File: src/rtl/sd_spi_master.sv
// Byte-wide SPI mode-0 master for the SD-card port, mapped as four registers on the 8-bit peripheral bus.
// The transfer engine, register file and bus read mux all live in this module.
module sd_spi_master #(
    parameter logic [7:0] DIV_RESET = 8'hFF
) (
    input  logic       clk,
    input  logic       nrst,
    output logic [7:0] data_out,
    input  logic [7:0] data_in,
    input  logic [5:0] addr,
    input  logic       cs,
    input  logic       oe,
    input  logic       we,
    output logic       sck,
    output logic       mosi,
    input  logic       miso,
    output logic       ss_n,
    output logic       irq
);

    typedef enum logic [1:0] {
        IDLE,
        LOW,
        HIGH
    } state_t;

    state_t     r_state;
    logic       r_sck;
    logic       r_mosi;
    logic       r_ss_n;
    logic [7:0] r_rx;
    logic [7:0] r_rxShift;
    logic [7:0] r_txShift;
    logic       r_done;
    logic       r_wcol;
    logic [7:0] r_spbr;
    logic [2:0] r_bitCnt;
    logic [7:0] r_cnt;

    logic w_spdrWrite;
    logic w_spdrRead;
    logic w_busy;

    assign w_spdrWrite = cs && we && (addr == 6'h00);
    assign w_spdrRead  = cs && oe && (addr == 6'h00);
    assign w_busy      = (r_state != IDLE);

    // Flag clears come first so that a done/wcol set later in this block wins on a shared edge.
    always_ff @(posedge clk or negedge nrst) begin
        if (!nrst) begin
            r_state   <= IDLE;
            r_sck     <= 1'b0;
            r_mosi    <= 1'b1;
            r_ss_n    <= 1'b1;
            r_rx      <= 8'h00;
            r_rxShift <= 8'h00;
            r_txShift <= 8'h00;
            r_done    <= 1'b0;
            r_wcol    <= 1'b0;
            r_spbr    <= DIV_RESET;
            r_bitCnt  <= 3'd0;
            r_cnt     <= 8'h00;
        end else begin
            if (w_spdrRead) begin
                r_done <= 1'b0;
                r_wcol <= 1'b0;
            end
            if (cs && we && (addr == 6'h02)) begin
                r_ss_n <= data_in[0];
            end
            if (cs && we && (addr == 6'h03)) begin
                r_spbr <= data_in;
            end
            case (r_state)
                IDLE: begin
                    if (w_spdrWrite) begin
                        r_txShift <= data_in;
                        r_mosi    <= data_in[7];
                        r_bitCnt  <= 3'd0;
                        r_cnt     <= r_spbr;
                        r_state   <= LOW;
                    end
                end
                LOW: begin
                    if (r_cnt == 8'h00) begin
                        r_sck     <= 1'b1;
                        r_rxShift <= {r_rxShift[6:0], miso};
                        r_cnt     <= r_spbr;
                        r_state   <= HIGH;
                    end else begin
                        r_cnt <= r_cnt - 8'd1;
                    end
                end
                HIGH: begin
                    if (r_cnt == 8'h00) begin
                        r_sck <= 1'b0;
                        if (r_bitCnt == 3'd7) begin
                            r_rx    <= r_rxShift;
                            r_done  <= 1'b1;
                            r_mosi  <= 1'b1;
                            r_state <= IDLE;
                        end else begin
                            r_txShift <= {r_txShift[6:0], 1'b0};
                            r_mosi    <= r_txShift[6];
                            r_bitCnt  <= r_bitCnt + 3'd1;
                            r_cnt     <= r_spbr;
                            r_state   <= LOW;
                        end
                    end else begin
                        r_cnt <= r_cnt - 8'd1;
                    end
                end
                default: r_state <= IDLE;
            endcase
            if (w_spdrWrite && w_busy) begin
                r_wcol <= 1'b1;
            end
        end
    end

    always_comb begin
        data_out = 8'h00;
        if (cs && oe) begin
            case (addr)
                6'h00:   data_out = r_rx;
                6'h01:   data_out = {r_done, r_wcol, 5'b00000, w_busy};
                6'h02:   data_out = {7'b0000000, r_ss_n};
                6'h03:   data_out = r_spbr;
                default: data_out = 8'h00;
            endcase
        end
    end

    assign sck  = r_sck;
    assign mosi = r_mosi;
    assign ss_n = r_ss_n;
    assign irq  = r_done;

endmodule

File: config.mk
export PLATFORM = sky130hd
export DESIGN_NAME = sd_spi_master
export DESIGN_NICKNAME = d
export VERILOG_FILES = /design/src/rtl/sd_spi_master.sv
export SDC_FILE = /design/constraint.sdc
export NUM_CORES = 1
export LEC_CHECK = 0
export CELL_PAD_IN_SITES_DETAIL_PLACEMENT = 0
export CELL_PAD_IN_SITES_GLOBAL_PLACEMENT = 1
export CORE_UTILIZATION = 40
export CTS_BUF_LIST = sky130_fd_sc_hd__clkbuf_4
export DETAILED_ROUTE_END_ITERATION = 8
export GPL_TIMING_DRIVEN = 0
export PLACE_DENSITY = 0.83
export SETUP_SLACK_MARGIN = 0.4
export SLEW_MARGIN = 40
export SYNTH_ARGS = -nofsm -noshare
export SYNTH_HDL_FRONTEND = slang
export SYNTH_SLANG_ARGS = --single-unit
File: constraint.sdc
create_clock -name clk -period 5.4 [get_ports clk]
set_input_delay 1.08 -clock clk [delete_from_list [all_inputs] [get_ports clk]]
set_output_delay 1.08 -clock clk [all_outputs]
set_load 0.005 [all_outputs]
# Word-level counts from Yosys, hierarchy flattened
# Index checks and enable logic that the tools add are counted.
# word_totals
output_inout_bits,12
regBits,49
rom_bits,0
n_memories,0
latch_bits,0
elab_cells,80
ramBits,0
input_bits,20
# classes
n_bitwise,0
n_mux,33
shift,0
addsub,2
order_cmp,0
n_div,0
reduce_logical,22
n_eq_ne,11
multipliers,0
# ops
cell,n
8-bit 2-to-1 mux,5
8-bit one-hot mux with 4 select lines,1
8-bit one-hot mux with 3 select lines,1
7-bit 2-to-1 mux,3
3-bit AND reduction,5
7-bit one-hot mux with 2 select lines,1
6-bit by 2-bit equality test with 1-bit output (second input constant),2
1-bit 2-to-1 mux,12
3-bit 2-to-1 mux,3
8-bit logical NOT,1
2-bit != test (second input constant),4
2-bit nonzero test,4
8-bit by 1-bit subtractor with 8-bit output (second input constant),1
1-bit logical AND,7
6-bit by 1-bit equality test with 1-bit output (second input constant),1
6-bit logical NOT,1
2-bit 2-to-1 mux,3
2-bit one-hot mux with 3 select lines,1
3-bit one-hot mux with 2 select lines,1
1-bit one-hot mux with 2 select lines,2
4-bit AND reduction,1
3-bit by 1-bit adder with 3-bit output (second input constant),1
3-bit equality test (second input constant),1
3-bit != test (second input constant),1
other kinds (5),5

# Logic depth before layout (Yosys ltp)
# Gate-level depths: netlist of run 1.
# logic_depth
depth_word,6
mapped_depth,7
ltp_nobuf,6

# Worst setup path before layout of run 1
# OpenSTA, ideal clock, no wires.
# synth_timing
path_type,input port to output port
from,input port addr[3]
to,output port data_out[0]
required_time_ns,4.320
slack_ns,2.362
arrival_time_ns,1.958
path_buffers,0
cell_stages,3
cell_sequence,nor4_2 -> nand3_1 -> nor2b_1
# synth_via
elab_chain_len,3
elab_cells_between_ends,6
cone_classes,eq/ne (3); mux (2); reduce/logical (1)
# synth_rtl
element,line_no,text
"start, declared",10,"input logic [5:0] addr,"
"6-bit by 2-bit equality test with 1-bit output, or another cell as far along",124,case (addr)
8-bit one-hot mux with 4 select lines *,124,
8-bit 2-to-1 mux *,123,if (cs && oe) begin
"end, declared",8,"output logic [7:0] data_out,"
# Every way passes the cells marked *; elsewhere a longest branch is shown, timed or not.

# Worst setup path after layout of run 1
# layout_timing
from,input port addr[3]
to,output port data_out[1]
# Same word-level chain as after synthesis.

==> results of run 1 <==
## final timing paths
| kind | startpoint | cells past startpoint | endpoint |
|---|---|---|---|
| worst max-delay path | addr[3] | 5 | data_out[1] |
| worst min-delay path | nrst | 1 | r_cnt[4] |
| worst max register to register | r_cnt[0] | 6 | r_rx[5] |
| worst min register to register | r_txShift[3] | 1 | r_txShift[3] |
| max in group asynchronous | nrst | 2 | r_spbr[7] |
| min in group clk | r_txShift[3] | 1 | r_txShift[3] |
## power breakdown
group          leakage, nW  internal (W)  total (W)  switching, W
Sequential           0.613      0.000468   0.000542     0.0000735
Clock               0.0279     0.0000561   0.000175      0.000119
Combinational        0.663      0.000295   0.000611      0.000316
Total                 1.30      0.000819    0.00133      0.000508
## per-stage QoR
step | util | instances | hold slack [ns] | setup WS [ns]
6_report | 0.5021 | 334 | 0.5209 | 1.157
5_1_grt | 0.5021 | 334 | 0.4893 | 1.052
4_1_cts | 0.5021 | 334 | 0.5051 | 1.149
3_5_place_dp | 0.4922 | 326 | 0.4930 | 1.159
3_3_place_gp | 0.4893 | 325 | 0.4818 | 1.162
2_1_floorplan | - | 220 | 0.4727 | 2.362
## layer usage
layer	wire, µm	track usage	vias to the layer above
met4	46	0.04737	0
met2	2492	0.2744	22
met1	2536	0.2484	925
met5	0	0	-
met3	129	0.02637	5
li1	-	-	881
## kinds of logic (layout without fill, tap and decap cells)
group | count (synthesis) | after routing | share of synthesized area
AND/OR/NAND/NOR | 51 | 51 | 0.1141
adder cells (fa/ha/maj) | 9 | 9 | 0.04350
AO/OA/AOI/OAI | 40 | 40 | 0.1146
buffers and inverters | 21 | 60 | 0.03238
multiplexers | 50 | 50 | 0.2170
flip-flops | 49 | 49 | 0.4785
## worst max-delay path: stages
cell	delay, ns
clkdlybuf4s50_1	0.41
nor4_2	0.54
nand3_1	0.36
nor2_1	0.25
clkdlybuf4s50_1	0.53
## Yosys cell counts (all sizes together)
library cell / count
dfrtp: 39
mux2: 39
nor2: 20
inv: 14
dfstp: 10
mux2i: 10
ha: 9
a21oi: 8
o21ai: 7
a211oi: 5
a22oi: 5
nand3: 5
a2bb2oi: 4
buf: 4
nand2: 4
nand4: 4
nor2b: 4
clkbuf: 3
nor4: 3
nand2b: 2
nor3: 2
nor3b: 2
o31ai: 2
o32ai: 2
a21boi: 1
a21o: 1
a221oi: 1
a22o: 1
a41o: 1
a41oi: 1
and2: 1
and3: 1
mux4: 1
nand3b: 1
nor4b: 1
o41ai: 1
or2: 1
## flip-flops by register name, indices dropped and copies added (netlist names)
signal     cells
r_wcol         1
mosi           1
r_txShift      7
ss_n           1
sck            1
r_cnt          8
irq            1
r_state        2
r_spbr         8
r_rxShift      8
r_rx           8
r_bitCnt       3
## layout make-up
type | instances | share of cell area
multi-input combinational | 150 | 0.4137
sequential | 49 | 0.4047
timing repair buffer | 31 | 0.1038
tap | 75 | 0.03066
inverter | 14 | 0.01717
clock buffer | 6 | 0.01472
buffer | 7 | 0.01022
clock inverter | 2 | 0.004906
==> impl_metrics.env, run 1 <==
export IMPL_hold_class="in -> async"
export IMPL_max_freq_ghz=0.2357
export IMPL_clk_path_buf_depth=2
export IMPL_grt_pass1_wl_um=8797
export IMPL_die_area_mm2=0.006797
export IMPL_syn_area_mm2=0.002589
export IMPL_post_cts_buffers=0
export IMPL_maxCapViolCount=0
export IMPL_syn_avg_cell_area_um2=11.77
export IMPL_core_mm2=0.006096
export IMPL_slew_viol_final=0
export IMPL_multiInputGateArea_mm2=0.001266
export IMPL_powerDensity_mw_per_mm2=433.7
export IMPL_final_cell_area_mm2=0.003060
export IMPL_cts_buffers=5
export IMPL_gp_congestion=0.8203
export IMPL_layout_common_cells="mux2_2, dfrtp_1, clkdlybuf4s50_1"
export IMPL_rsz0062_at_grt="no"
export IMPL_finalSetupTns_ns=0
export IMPL_peakVddDrop_mv=0.2072
export IMPL_grt_overflow=0
export IMPL_fp_row_count=28
export IMPL_vias=1833
export IMPL_postRouteAntennaNets=0
export IMPL_cts_resized=0
export IMPL_track_usage=0.1740
export IMPL_cp_max_fo=8
export IMPL_yosysTopAreaCell="dfrtp_1"
export IMPL_grt_max_degree=43
export IMPL_path_class="in -> out"
export IMPL_clk_latency_ns=0.36
export IMPL_status="finished clean"
export IMPL_clock_root_buffer="clkbuf_4"
export IMPL_cellLeakagePower_nw=1.303
export IMPL_synth_cell_types=43
export IMPL_wirelength_um=5205
export IMPL_setup_viol=0
export IMPL_final_period_utilization=0.7858
export IMPL_ys_warn_count=0
export IMPL_ys_seq_elements=49
export IMPL_cts_tree="done"
export IMPL_fp_dieW_um=82.45
export IMPL_hold_viol_final=0
export IMPL_fillers=584
export IMPL_first_iter_violations=54
export IMPL_clkTransAtPathRegs_ns=0.14
export IMPL_io_buffers=30
export IMPL_start_util=0.4247
export IMPL_hold_buffers=0
export IMPL_ioPinCount=32
export IMPL_seq_area_frac_synth=0.4785
export IMPL_tightest_slew_ns=0.5849
export IMPL_wire_per_inst_um=15.58
export IMPL_antenna_found_initial=0
export IMPL_htree_levels=2
export IMPL_synth_nets=249
export IMPL_postPlaceCellArea_mm2=0.003000
export IMPL_yosys_area_top_type_share=0.3770
export IMPL_grt_pass1_vias=1818
export IMPL_required_ns=4.32
export IMPL_slew_headroom=0.6071
export IMPL_yosys_top_cells_area="dfrtp_1, mux2_2, dfstp_2"
export IMPL_drive_gt1_frac=0.2819
export IMPL_drc=0
export IMPL_period_needed_ns=4.243
export IMPL_syn2layout_area_growth_pct=18.22
export IMPL_dr_pass1_iters=4
export IMPL_netlist_instances=220
export IMPL_skew_ns=0.01133
export IMPL_nNetsFinal=287
export IMPL_total_power_w=0.001327
export IMPL_dpl_hpwl_um=3952
export IMPL_seqCellArea_mm2=0.001239
export IMPL_worstPathArrival_ns=3.16
export IMPL_rrSetupSlack_ns=3.10
export IMPL_cp_start_kind="input port"
export IMPL_critPathCaptureType="output pin"
export IMPL_dieHeight_um=82.45
export IMPL_cts_sinks=49
export IMPL_n_antenna_cell=0
export IMPL_via_per_inst=5.488
(Power assumes the default switching activity.)
==> run 2: changes to the inputs <==
PLACE_DENSITY = 0.85   (was 0.83)
clock period = 3.6 ns   (was 5.4 ns; I/O delays follow)
==> run 2 against run 1 <==
Against the previous run: wire length rose by 3.6%; final cell count rose by 0.60%; clock power rose by 130%; non-clock buffer count rose by 2; flip-flop and latch count did not move; combinational power rose by 52%; via count rose by 1.4%; final area rose by 2.8%; die area did not move; critical path depth did not move; first-iteration DRC count rose by 91%; global-route usage rose by 0.48 points.
==> impl_metrics.env, run 2 (synthesized netlist as in run 1, its figures left out) <==
export IMPL_dp_slack_ns=0.09552
export IMPL_dp_cells=326
export IMPL_grt_max_degree=42
export IMPL_cts_tree="done"
export IMPL_max_freq_ghz=0.3224
export IMPL_clk_latency_ns=0.37
export IMPL_first_iter_violations=103
export IMPL_via_per_inst=5.530
export IMPL_powerDensity_mw_per_mm2=682.2
export IMPL_layout_cells_non_filler=336
export IMPL_path_class="in -> out"
export IMPL_setup_viol=0
export IMPL_dr_wl_met2_um=2617
export IMPL_cp_max_fo=8
export IMPL_start_util=0.4247
export IMPL_syn2layout_area_growth_pct=21.51
export IMPL_slew_headroom=0.5927
export IMPL_critPathCaptureType="output pin"
export IMPL_tightest_slew_ns=0.6064
export IMPL_slew_viol_final=0
export IMPL_drc=0
export IMPL_final_cell_area_mm2=0.003146
export IMPL_cp_start_kind="input port"
export IMPL_vias=1858
export IMPL_finalSetupTns_ns=0
export IMPL_grt_pass1_vias=1820
export IMPL_wirelength_um=5394
export IMPL_clk_path_buf_depth=2
export IMPL_gp_congestion=0.8389
export IMPL_final_period_utilization=0.8617
export IMPL_m1WireLength_um=2538
export IMPL_track_usage=0.1787
export IMPL_fp_dieW_um=82.45
export IMPL_dpl_hpwl_um=4016
export IMPL_die_area_mm2=0.006797
export IMPL_wire_per_inst_um=16.05
export IMPL_worstPathArrival_ns=2.38
export IMPL_period_needed_ns=3.102
export IMPL_cts_buffers=5
export IMPL_cts_sinks=49
export IMPL_topRoutingLayerUsed="met4"
export IMPL_antenna_found_initial=0
export IMPL_fp_row_count=28
export IMPL_io_buffers=30
export IMPL_grt_pass1_wl_um=8963
export IMPL_cellLeakagePower_nw=1.348
export IMPL_dr_wl_met3_um=120
export IMPL_postPlaceCellArea_mm2=0.003000
export IMPL_status="finished clean"
export IMPL_hold_class="in -> async"
export IMPL_rsz0062_at_grt="no"
export IMPL_skew_ns=0.009663
export IMPL_postRouteAntennaNets=0
export IMPL_drive_gt1_frac=0.2989
export IMPL_peakVddDrop_mv=0.3954
export IMPL_htree_levels=2
export IMPL_r2r_cells=6
export IMPL_maxCapViolCount=0
export IMPL_layout_common_cells="mux2_2, dfrtp_1, clkdlybuf4s50_1"
export IMPL_n_antenna_cell=0
export IMPL_dr_pass1_iters=4
export IMPL_ioPinCount=32
export IMPL_nNetsFinal=289
export IMPL_hold_viol_final=0
export IMPL_clock_root_buffer="clkbuf_4"
export IMPL_grt_overflow=0
export IMPL_dieHeight_um=82.45
export IMPL_fillers=554
export IMPL_worst_slack_ns=0.4980
export IMPL_required_ns=2.88
export IMPL_clkTransAtPathRegs_ns=0.15
export IMPL_core_mm2=0.006096
run 2: per-stage QoR:
step           hold slack, ns  power, W    util
2_1_floorplan          0.4244  0.001508       -
3_3_place_gp           0.4826  0.001723  0.4893
3_5_place_dp           0.4885  0.001747  0.4922
4_1_cts                0.1362  0.002157  0.5135
5_1_grt                0.1272  0.002304  0.5160
6_report               0.1522  0.002146  0.5160
run 2: timing repair:
action                     4_1_cts  5_1_grt
gates resized for setup          5        1
buffers inserted                 1        1
pin swaps                        1        1
setup endpoints to repair        8        5
hold buffers                     0        0
run 2: worst paths after layout:
check | start | endpoint | slack (ns)
max reg2reg | r_cnt[0] | r_rx[7] | 1.26
min reg2reg | r_rxShift[7] | r_rxShift[7] | 0.52
min | nrst | r_cnt[7] | 0.15
max in group asynchronous | nrst | r_spbr[2] | 2.94
max | addr[3] | data_out[1] | 0.50
min in group clk | r_rxShift[7] | r_rxShift[7] | 0.52
run 2: cell type report:
type | count | area [µm²] | share of cell area
flip-flops and latches | 49 | 1239 | 0.3938
multi-input cells | 150 | 1290 | 0.4101
inverters | 14 | 52.55 | 0.01671
repair buffers | 33 | 331.6 | 0.1054
clock inverters | 3 | 68.82 | 0.02188
well taps | 75 | 93.84 | 0.02983
plain buffers | 7 | 32.53 | 0.01034
clock buffers | 5 | 37.54 | 0.01193
run 2: critical path, stage by stage:
cell and delay (ns):
clkdlybuf4s50_1 0.44, nor4_4 0.38, nand3_4 0.16, nor2_1 0.16
clkdlybuf4s50_1 0.52
run 2: per-layer routing:
metal  GRT usage  vias to the layer above
li1            -                      891
met1      0.2491                      929
met2      0.2802                       29
met3     0.02637                        9
met4     0.06842                        0
met5           0                        -
run 2: power breakdown:
group          switching [W]  internal (W)  total (W)
clock               0.000184      0.000219   0.000403
sequential          0.000111      0.000702   0.000814
combinational       0.000485      0.000444   0.000929
==> run 3: changes to the inputs <==
SLEW_MARGIN = default   (was 40)
==> run 3 against run 2 <==
Against the previous run: register-to-register slack barely moved; global-route usage unchanged; via count is the same; count of clock-buffer cells in the layout unchanged; clock skew unchanged; largest power group unchanged; first-iteration DRC count stayed put; total power is essentially flat; utilization is essentially flat; sequential share of layout area hardly changed; non-clock buffer count is the same; worst hold slack improved by 0.037 ns.
==> impl_metrics.env, run 3 (synthesized netlist as in run 1, its figures left out) <==
export IMPL_status="finished clean"
export IMPL_layout_common_cells="mux2_2, dfrtp_1, clkdlybuf4s50_1"
export IMPL_setup_viol=0
export IMPL_cts_tree="done"
export IMPL_slew_viol_final=0
export IMPL_wirelength_um=5390
export IMPL_period_needed_ns=3.102
export IMPL_htree_levels=2
export IMPL_grt_max_degree=42
export IMPL_clk_path_buf_depth=2
export IMPL_clk_latency_ns=0.37
export IMPL_final_util=0.5156
export IMPL_rrSetupSlack_ns=1.26
export IMPL_cp_start_kind="input port"
export IMPL_hold_viol_final=0
export IMPL_drc=0
export IMPL_skew_ns=0.009663
export IMPL_hold_class="in -> async"
export IMPL_critPathCaptureType="output pin"
export IMPL_cts_sinks=49
export IMPL_n_antenna_cell=0
export IMPL_dpl_hpwl_um=4017
export IMPL_core_mm2=0.006096
export IMPL_max_freq_ghz=0.3224
export IMPL_fp_row_count=28
export IMPL_grt_overflow=0
export IMPL_wire_per_inst_um=16.04
export IMPL_worstSetupStartpoint="addr[3]"
export IMPL_required_ns=2.88
export IMPL_io_buffers=30
export IMPL_ioPinCount=32
export IMPL_clkTransAtPathRegs_ns=0.15
export IMPL_syn2layout_area_growth_pct=21.41
export IMPL_antenna_found_initial=0
export IMPL_dp_slack_ns=0.09552
export IMPL_powerDensity_mw_per_mm2=682.6
export IMPL_total_power_w=0.002146
export IMPL_hold_ws_ns=0.1893
export IMPL_clock_root_buffer="clkbuf_4"
export IMPL_path_class="in -> out"
export IMPL_multiInputGateArea_mm2=0.001290
export IMPL_fillers=556
export IMPL_gp_congestion=0.8389
export IMPL_peakVddDrop_mv=0.3954
export IMPL_final_period_utilization=0.8617
export IMPL_track_usage=0.1787
export IMPL_worst_slack_ns=0.4980
export IMPL_dieHeight_um=82.45
export IMPL_vias=1858
export IMPL_start_util=0.4247
export IMPL_grt_pass1_wl_um=8963
export IMPL_seqCellArea_mm2=0.001239
export IMPL_cts_buffers=5
export IMPL_r2r_cells=6
export IMPL_finalSetupTns_ns=0
export IMPL_dr_pass1_iters=4
export IMPL_cellLeakagePower_nw=1.348
export IMPL_cp_max_fo=8
export IMPL_maxCapViolCount=0
export IMPL_reg2reg_to="r_rx[7]"
export IMPL_via_per_inst=5.530
export IMPL_drive_gt1_frac=0.2989
export IMPL_first_iter_violations=103
export IMPL_r2r_start="r_cnt[0]"
export IMPL_grt_pass1_vias=1820
export IMPL_nNetsFinal=289
export IMPL_tightest_slew_ns=0.6064
export IMPL_rsz0062_at_grt="no"
export IMPL_fp_dieW_um=82.45
export IMPL_postRouteAntennaNets=0
export IMPL_die_area_mm2=0.006797
export IMPL_slew_headroom=0.5927
export IMPL_worstPathArrival_ns=2.38
## run 3: power breakdown
group          internal [W]  leakage [nW]  switching, W
clock network      0.000219        0.0558      0.000184
registers          0.000702         0.613      0.000111
logic              0.000444         0.679      0.000485
## run 3: per-stage QoR
step / instances / instance area (µm²)
6_report: 336 / 3143
5_1_grt: 336 / 3143
4_1_cts: 335 / 3128
3_5_place_dp: 326 / 2998
3_3_place_gp: 325 / 2983
2_1_floorplan: 220 / 2589
## run 3: how the worst max path moves through the flow
stage / to / cells after the start
2_1_floorplan: data_out[0] / 3
3_3_place_gp: data_out[1] / 5
3_5_place_dp: data_out[1] / 5
4_1_cts: data_out[1] / 5
5_1_grt: data_out[1] / 5
6_report: data_out[1] / 5
## run 3: what timing repair did
| action | CTS | global route |
|---|---|---|
| setup endpoints to repair | 8 | 5 |
| pin swaps | 1 | 1 |
| hold buffers | 0 | 0 |
| setup buffers | 1 | 1 |
| gates resized for setup | 5 | 1 |
## run 3: layout make-up
cell class / instances / area share
tap: 75 / 0.02986
multi-input combinational: 150 / 0.4104
inverter: 14 / 0.01672
clock buffer: 5 / 0.01194
clock inverter: 3 / 0.02189
buffer: 7 / 0.01035
timing repair buffer: 33 / 0.1047
sequential: 49 / 0.3941
## run 3: routing by layer
| layer | vias to the layer above | global-route usage | wire length (µm) |
|---|---|---|---|
| met5 | - | 0 | 0 |
| met4 | 0 | 0.06842 | 117 |
| met3 | 9 | 0.02637 | 122 |
| met2 | 29 | 0.2802 | 2617 |
| met1 | 929 | 0.2491 | 2533 |
| li1 | 891 | - | - |
## run 3: critical path, stage by stage
cell             delay (ns)
clkdlybuf4s50_1        0.44
nor4_4                 0.38
nand3_4                0.16
nor2_1                 0.16
clkdlybuf4s50_1        0.52
==> edit: new RTL, settings of run 3 <==
Reset style: synchronous (`nrst`), changed in one clocked block.
--- a/src/rtl/sd_spi_master.sv
+++ b/src/rtl/sd_spi_master.sv
@@ -46,7 +46,7 @@
     assign w_busy      = (r_state != IDLE);
 
     // Flag clears come first so that a done/wcol set later in this block wins on a shared edge.
-    always_ff @(posedge clk or negedge nrst) begin
+    always_ff @(posedge clk) begin
         if (!nrst) begin
             r_state   <= IDLE;
             r_sck     <= 1'b0;
Function: differs if nrst is asserted again (counterexample within 4 cycles, from zero or initial values and one cycle with nrst low); with nrst held inactive, the same outputs for 10 cycles.
==> edit against run 3 <==
  * Design area is 2.2% lower
  * Sequential share of layout area is 7.5 points lower
  * Utilization is 0.86 points lower
  * Final cell count is 24% higher
  * Fmax is 0.95% lower
  * Routed wire length is 20% higher
  * Sequential cell count stayed put
  * Hold slack better by 290 ps
  * First-iteration DRC count is 22% higher
  * Highest routed layer unchanged
  * Total power is 23% lower
  * Register-to-register slack better by 20 ps
  * Synthesized area is 1.1% lower
  * Synthesized cell count is 37% higher
  * Worst setup slack worse by 30 ps
==> edit: results (changes against run 3) <==
Post-DR wirelength/cell -> 15.5 um (-3.1%)
Asr flop ratio synth -> 0% (-100 points)
Peak supply drop -> 291 uV (-26%)
Cell count after placement -> 406 (+25%)
Non-filler instance count after layout -> 416 (+24%)
All-Layer GR Usage -> 20.4% (+2.5 points)
Routed length on met2 -> 3.14 mm (+20%)
Compound-Gate Fraction of Synth Area -> 18.2% (+6.7 points)
First-pass GRT wire length -> 10.2 mm (+13%)
Drt pass-1 iters -> 6 (+2)
Sequential area share after synthesis -> 38.3% (-9.5 points)
Pre-CTS setup slack -> -140 ps (-235 ps)
WL met1 -> 3.04 mm (+20%)
FF-to-FF path depth -> 8 (+2)
Adder-cell area share of the yosys netlist -> 3.91% (-0.44 points)
R2R Path Start -> r_cnt[0]
Filler instances -> 619 (+11%)
WP data arrival -> 2410 ps (+30 ps)
Final Skew -> 12.5 ps (+2.81 ps)
Vias in the first global route -> 2,009 (+10%)
Commonest cells in the netlist -> dfxtp_1 (49), nor2_1 (38), nand2_1 (35)
Outcome -> completed
Met2 Usage GRT -> 32.4% (+4.4 points)
Cell variety after synth -> 55 (+28%)
Min Hold Slack -> 476 ps (+286 ps)
Grt met3 use -> 3.67% (+1.0 points)
M1 GR Usage -> 28.2% (+3.3 points)
Placed cell areas -> 2940 um^2 (-1.8%)
Via count -> 2,294 (+23%)
Initial DRC Count -> 126 (+22%)
Mapped Cells -> 302 (+37%)
Mux contribution to synthesized area -> 8.65% (-13 points)
Relative slew slack -> 57.5% (-1.8 points)
[edit: cell type report]
| cell class | count | area, um^2 | area share, % |
|---|---|---|---|
| Multi-Input combinational cell | 226 | 1460 | 47.6 |
| Tap cell | 75 | 93.8 | 3.05 |
| Clock buffer | 5 | 37.5 | 1.22 |
| Buffer | 19 | 113 | 3.66 |
| Clock inverter | 3 | 48.8 | 1.59 |
| Timing Repair Buffer | 31 | 308 | 10.0 |
| Sequential cell | 49 | 981 | 31.9 |
| Inverter | 8 | 30.0 | 0.977 |
[edit: cell families (layout without fill, tap and decap cells)]
logic type,Yosys count,after routing
AND/OR/NAND/NOR,132,132
AO/OA/AOI/OAI,64,64
flip-flops,49,49
buffers and inverters,27,66
multiplexers,22,22
adder cells (fa/ha/maj),8,8
[edit: power breakdown]
group          switching (mW)  internal, mW
combinational           0.400         0.263
clock                   0.198         0.151
sequential             0.0489         0.599
total                   0.647          1.01
